### config.mk
export PLATFORM = sky130hd
export DESIGN_NAME = sr_reg_bank
export DESIGN_NICKNAME = d
export VERILOG_FILES = /design/src/rtl/sr_bank_pkg.sv /design/src/rtl/sr_cell.sv /design/src/rtl/sr_reg_bank.sv
export SDC_FILE = /design/constraint.sdc
export NUM_CORES = 1
export LEC_CHECK = 0
export ABC_AREA = 1
export CORE_ASPECT_RATIO = 0.7
export CORE_MARGIN = 2
export CORE_UTILIZATION = 30
export DETAILED_ROUTE_END_ITERATION = 10
export HOLD_SLACK_MARGIN = 0.15
export PLACE_DENSITY = 0.7
export SLEW_MARGIN = 20
export SYNTH_ARGS = -nofsm -noshare
export SYNTH_HDL_FRONTEND = slang
export SYNTH_HIERARCHICAL = 1
export SYNTH_SLANG_ARGS = --single-unit
### constraint.sdc
create_clock -name clk -period 1.1 [get_ports clk]
set_input_delay 0.22 -clock clk [delete_from_list [all_inputs] [get_ports clk]]
set_output_delay 0.22 -clock clk [all_outputs]
set_load 0.02 [all_outputs]
### src/rtl/sr_bank_pkg.sv
// Shared types and next-state helper for the SR register bank.
package sr_bank_pkg;

  typedef enum logic [1:0] {
    SR_HOLD    = 2'd0,
    SR_SET_DOM = 2'd1,
    SR_RST_DOM = 2'd2,
    SR_TOGGLE  = 2'd3
  } sr_mode_e;

  // Only the s=r=1 case depends on the resolution mode.
  function automatic logic sr_next(input sr_mode_e mode, input logic s, input logic r,
                                   input logic q);
    logic nxt;
    nxt = q;
    case ({s, r})
      2'b01:   nxt = 1'b0;
      2'b10:   nxt = 1'b1;
      2'b11: begin
        case (mode)
          SR_SET_DOM: nxt = 1'b1;
          SR_RST_DOM: nxt = 1'b0;
          SR_TOGGLE:  nxt = ~q;
          default:    nxt = q;
        endcase
      end
      default: nxt = q;
    endcase
    return nxt;
  endfunction

endpackage

### src/rtl/sr_cell.sv
// One SR channel: state register with complementary output and a change strobe.
module sr_cell
  import sr_bank_pkg::*;
#(
  parameter sr_mode_e MODE    = SR_RST_DOM,
  parameter logic     RST_BIT = 1'b0
) (
  input  logic clk,
  input  logic rst,
  input  logic en,
  input  logic s,
  input  logic r,
  output logic q,
  output logic qbar,
  output logic q_chg
);

  logic q_d, q_q;
  logic chg_d, chg_q;

  always_comb begin
    q_d   = q_q;
    if (en) begin
      q_d = sr_next(MODE, s, r, q_q);
    end
    chg_d = (q_d != q_q);
  end

  always_ff @(posedge clk) begin
    if (!rst) begin
      q_q   <= RST_BIT;
      chg_q <= 1'b0;
    end else begin
      q_q   <= q_d;
      chg_q <= chg_d;
    end
  end

  assign q     = q_q;
  assign qbar  = ~q_q;
  assign q_chg = chg_q;

endmodule

### src/rtl/sr_reg_bank.sv
// WIDTH-channel SR register bank with conflict flag; define SR_CONFLICT_CNT_EN
// to add the saturating conflict counter (clr_cnt / conflict_cnt ports).
module sr_reg_bank
  import sr_bank_pkg::*;
#(
  parameter int               WIDTH   = 8,
  parameter int               MODE    = 2,
  parameter logic [WIDTH-1:0] RST_VAL = '0,
  parameter int               CNT_W   = 8
) (
  input  logic             clk,
  input  logic             rst,
  input  logic             en,
  input  logic [WIDTH-1:0] s,
  input  logic [WIDTH-1:0] r,
  output logic [WIDTH-1:0] q,
  output logic [WIDTH-1:0] qbar,
  output logic [WIDTH-1:0] q_chg,
  output logic             conflict
`ifdef SR_CONFLICT_CNT_EN
  ,
  input  logic             clr_cnt,
  output logic [CNT_W-1:0] conflict_cnt
`endif
);

  if (MODE < 0 || MODE > 3) begin : g_bad_mode
    $error("sr_reg_bank: MODE must be 0..3");
  end
  if (WIDTH < 1 || CNT_W < 1) begin : g_bad_width
    $error("sr_reg_bank: WIDTH and CNT_W must be >= 1");
  end

  localparam sr_mode_e MODE_E = sr_mode_e'(MODE[1:0]);

  for (genvar i = 0; i < WIDTH; i++) begin : g_cell
    sr_cell #(
      .MODE    (MODE_E),
      .RST_BIT (RST_VAL[i])
    ) u_cell (
      .clk   (clk),
      .rst   (rst),
      .en    (en),
      .s     (s[i]),
      .r     (r[i]),
      .q     (q[i]),
      .qbar  (qbar[i]),
      .q_chg (q_chg[i])
    );
  end

  logic conflict_d, conflict_q;

  always_comb begin
    conflict_d = en & (|(s & r));
  end

  always_ff @(posedge clk) begin
    if (!rst) begin
      conflict_q <= 1'b0;
    end else begin
      conflict_q <= conflict_d;
    end
  end

  assign conflict = conflict_q;

`ifdef SR_CONFLICT_CNT_EN
  logic [CNT_W-1:0] cnt_d, cnt_q;

  // Clear wins over increment; the count sticks at all-ones.
  always_comb begin
    cnt_d = cnt_q;
    if (clr_cnt) begin
      cnt_d = '0;
    end else if (conflict_d && (cnt_q != {CNT_W{1'b1}})) begin
      cnt_d = cnt_q + 1'b1;
    end
  end

  always_ff @(posedge clk) begin
    if (!rst) begin
      cnt_q <= '0;
    end else begin
      cnt_q <= cnt_d;
    end
  end

  assign conflict_cnt = cnt_q;
`endif

endmodule

### Word level (Yosys, flattened, before mapping)

Cells that the tools add are included.

| word-level totals | value |
|---|---|
| bits in registers | 17 |
| input port bits | 19 |
| output and inout bits | 25 |
| logic and storage cells | 84 |

| operators by class | value |
|---|---|
| equal/unequal tests | 32 |
| multiplexer cells | 16 |
| bitwise gates (word level) | 10 |
| reduce and logical (&&, ||, !) cells | 9 |

Operator list:

| cell | number |
|---|---|
| $eq A2 B2 Y1 const B | 16 |
| $eq A2 B1 Y1 const B | 8 |
| $pmux W1 S2 | 8 |
| $reduce_or A2 Y1 | 8 |
| $and A8 B8 Y8 | 1 |
| $mux W1 | 8 |
| $ne A1 B1 Y1 | 8 |
| $not A1 Y1 | 8 |
| $reduce_or A8 Y1 | 1 |
| $and A1 B1 Y1 | 1 |

### Depth between registers and ports, before layout

Gate-level depths: netlist (run 1).

| logic depth | value |
|---|---|
| depth after elaboration | 5 |
| gate-level depth with buffers | 5 |
| gate-level depth less buffers | 5 |

### Hierarchy

Netlist (run 1), hierarchy kept.

By module, submodules not included:

| module | times used | cells each | area each (um^2) | sequential area each (um^2) |
|---|---|---|---|---|
| sr_cell | 8 | 13 | 88.8 | 40.0 |
| sr_reg_bank | 1 | 17 | 81.3 | 20.0 |

### Worst setup path before layout (run 1)

No wires, ideal clock.

| timing | value |
|---|---|
| path type | flip-flop to flip-flop |
| from | reg g_cell[0].u_cell.q_q |
| to | reg g_cell[0].u_cell.chg_q |
| library setup time | 0.056 ns |
| arrival | 0.828 ns |
| required time | 1.044 ns |
| slack | 0.216 ns |
| stages on the path, launching flop included | 5 |
| buffers on the path | 0 |
| clock period less this slack | 0.884 ns |
| cell sequence | dfxtp_1 -> inv_1 -> nand2_1 -> nand2_1 -> inv_1 |

| on the way | value |
|---|---|
| word-level cells in the longest chain between the ends | 3 |

Ends and longest elaborated chain:

| element | RTL line | RTL |
|---|---|---|
| from (decl) | sr_cell.sv:18 | `logic q_d, q_q;` |
| from (signal assigned) | sr_cell.sv:34 | `q_q <= q_d;` |
| $pmux W1 S2 | sr_bank_pkg.sv:16 | `case ({s, r})` |
| $mux W1 | sr_cell.sv:23 | `if (en) begin` |
| $ne A1 B1 Y1 * | sr_cell.sv:26 | `chg_d = (q_d != q_q);` |
| to (signal assigned) | sr_cell.sv:35 | `chg_q <= chg_d;` |
| to (decl) | sr_cell.sv:19 | `logic chg_d, chg_q;` |

Every way passes the cells marked *; elsewhere a longest branch is shown, timed or not.
A chain may end at the register's enable or synchronous reset.

### Worst setup path after layout (run 1)

| timing | value |
|---|---|
| from | reg g_cell[0].u_cell.chg_q |
| to | out q_chg[0] |

RTL lines:

| element | RTL line | RTL |
|---|---|---|
| to (decl) | sr_reg_bank.sv:18 | `output logic [WIDTH-1:0] q_chg,` |

No word-level cell between the ends.

==> out/metrics.csv, run 1 <==
stage,metric,value,unit
power_and_ir_drop,Peak VDD IR,0.0003764,V
status,status,"finished, final reports clean",
yosys,Ys Warns,6,
finish,fin area,1390,um2
routing,Post-Route WL,2286,um
yosys,syn nets,140,
finish,layout cells sized above 1,29.35,%
global_routing,vias in the first global route,808,
worst_hold_path,HP Class,input pin to flip-flop,
timing,Tmin final,1.065,ns
finish,Layout area overhead,75.51,%
global_routing,antenna violations before repair,0,
routing,DR iter-0 viols,52,
finish,Final Util,56.11,%
global_routing,largest net degree at the start of global routing,18,
clock_network,hold_buf cts,0,
floorplan,Die Wd,65.41,um
floorplan,Cell Rows,15,
yosys,post-synth cell types,7,
worst_setup_path,Setup crit end kind,primary output,
yosys,register area share after synthesis,42.97,%
clock_network,TritonCTS buffer count,3,
finish,"commonest non-fill, non-tap cell in the layout",nand2_1,
timing,RSZ-0062 raised after global routing,false,
timing,Worst Tran Pin Value,0.2669,ns
routing,first-pass iteration count of the detailed router,4,
floorplan,initial core utilization,31.97,%
finish,diode count,0,
timing,"Hold Vio Cnt, Final",0,
worst_setup_path,Worst EP arrival,0.85,ns
routing,DR WL/cell,10.49,um
power_and_ir_drop,total power,1.504,mW
yosys,Seq cells post-synth,17,
timing,clock skew,0.002549,ns
yosys,Syn Inst Count,121,
worst_setup_path,CP Class,flip-flop to primary output,
clock_network,TritonCTS clock tree,done,
worst_setup_path,crit-path max FO,1,
clock_network,depth of the CTS H-tree,1,
timing,final setup TNS,0,ns
power_and_ir_drop,Static Leak,0.7663,nW
clock_network,CTS max path bufs,2,
timing,Peak Freq,0.9387,GHz
timing,"Slew Viols, Final",0,
clock_network,clock-pin slew of the registers on the worst-case setup and hold paths,0.07,ns
worst_setup_path,CP required,0.88,ns
placed_design,dpl ws,-0.1612,ns
timing,Slew headroom,82.17,%
worst_setup_path,CP Cell Sequence,clkdlybuf4s15_1,
floorplan,area of the core,2477,um2
timing,final worst setup slack,0.03470,ns
floorplan,die extent in y,46.99,um
timing,fin crit share,96.85,%
worst_setup_path,critical path's largest stage delay,0.31,ns
clock_network,TritonCTS Sinks,17,
global_routing,first-pass GRT wire length,3456,um
finish,"commonest cells after routing, fill and taps aside","45 x nand2_1, 32 x inv_1, 17 x clkdlybuf4s50_1",
floorplan,die area,3074,um2
clock_network,Root Driver,clkbuf_8,
routing,antenna-violating nets left,0,
clock_network,clk_lat worst skew,0.25,ns
placed_design,Post-DP HPWL,1645,um
worst_setup_path,critical path startpoint category,flip-flop,
routing,DRC viols,0,
yosys,post-synth design cell area,792.0,um2
timing,final setup fails,0,
worst_setup_path,CP top delay family,flip-flops,
worst_setup_path,Worst path slowest cell,dfxtp_1,
placed_design,placed inst area,1403,um2
power_and_ir_drop,power density over the cells,1082,nW/um2
global_routing,"Remaining Overflow, GRT",0,
placed_design,Buffers on Ports,43,
run,MaxCap Viol Count,0,
worst_setup_path,Buf/Inv on CP,1,
routing,via count,931,
finish,Final Net Count,204,
routing,Vias/cell,4.271,
global_routing,Total GRT Usage,14.76,%
floorplan,io pins,44,
yosys,Synth Area per Inst,6.546,um2
placed_design,GP Congestion,0.7178,
-- Yosys cell counts --
cell type / instances / area [um2]
a21oi_1: 9 / 45.04
a21oi_2: 8 / 70.07
dfxtp_1: 17 / 340.3
inv_1: 32 / 120.1
nand2_1: 45 / 168.9
nand3_1: 8 / 40.04
nor2_1: 2 / 7.510
-- flip-flops by register name, summed over array words and instances (netlist names) --
name	flops
conflict	1
g_cell.u_cell/q_chg	8
g_cell.u_cell/q	8
-- cell families (layout without fill, tap and decap cells) --
| group | Yosys count | count (layout) | share of synthesized area, % |
|---|---|---|---|
| compound gates | 17 | 17 | 14.53 |
| buf+inv | 32 | 95 | 15.17 |
| flops | 17 | 17 | 42.97 |
| simple gates | 55 | 55 | 27.33 |
-- stage by stage --
stage | hold WS, ns | instances
6_report | 0.4906 | 218
4_1_cts | 0.4920 | 217
2_1_floorplan | 0.3361 | 121
3_3_place_gp | 0.4931 | 213
3_5_place_dp | 0.5061 | 213
5_1_grt | 0.5244 | 218
-- path summary, 6_finish.rpt --
path	slack [ns]	end	start	depth (start not counted)
max reg2reg	0.35	g_cell[4].u_cell/q_chg	g_cell[4].u_cell/q	5
max	0.03	q_chg[0]	g_cell[0].u_cell/q_chg	1
min reg2reg	0.49	g_cell[3].u_cell/q	g_cell[3].u_cell/q	2
min	0.49	conflict	en	4
-- area by class of cell --
cell class	count	area, um2
fill	230	1087
timing repair buffer	59	505.5
inverter	32	120.1
clock buffer	4	45.04
multi-input combinational	72	331.6
sequential	17	345.3
tap	34	42.54
-- metal layers --
layer / track usage, % / routed length [um] / part of all wire [%] / vias up
met5: 0 / 0 / 0 / -
met4: 7.500 / 22 / 0.96 / 0
met3: 2.398 / 191 / 8.4 / 2
met2: 24.90 / 1038 / 45 / 33
met1: 18.95 / 1034 / 45 / 408
li1: - / - / - / 488
-- power by group --
| part | leakage [nW] | total, mW | internal (mW) | switching [mW] |
|---|---|---|---|---|
| clock | 0.0228 | 0.472 | 0.257 | 0.215 |
| combinational | 0.603 | 0.371 | 0.182 | 0.189 |
| sequential | 0.141 | 0.661 | 0.647 | 0.0138 |
| total | 0.766 | 1.50 | 1.09 | 0.418 |
-- worst reg2reg max path, cell delays in order, from the launching register on --
cell     delay, ns
dfxtp_1       0.35
inv_1         0.06
buf_4         0.12
nand2_1       0.06
nand2_1       0.06
inv_1         0.05
-- timing repair --
| action | CTS | global route |
|---|---|---|
| buffers inserted | 0 | 0 |
| setup endpoints to repair | 25 | 9 |
| resized for setup | 81 | 10 |
| cloned | 0 | 1 |
No activity file was read; power rests on OpenSTA's default activity.
==> run 2, diff against run 1 <==
GPL_ROUTABILITY_DRIVEN = 0   (was unset)
==> results of run 2 <==
Final layout, timing and power as in run 1 (identical DEF).
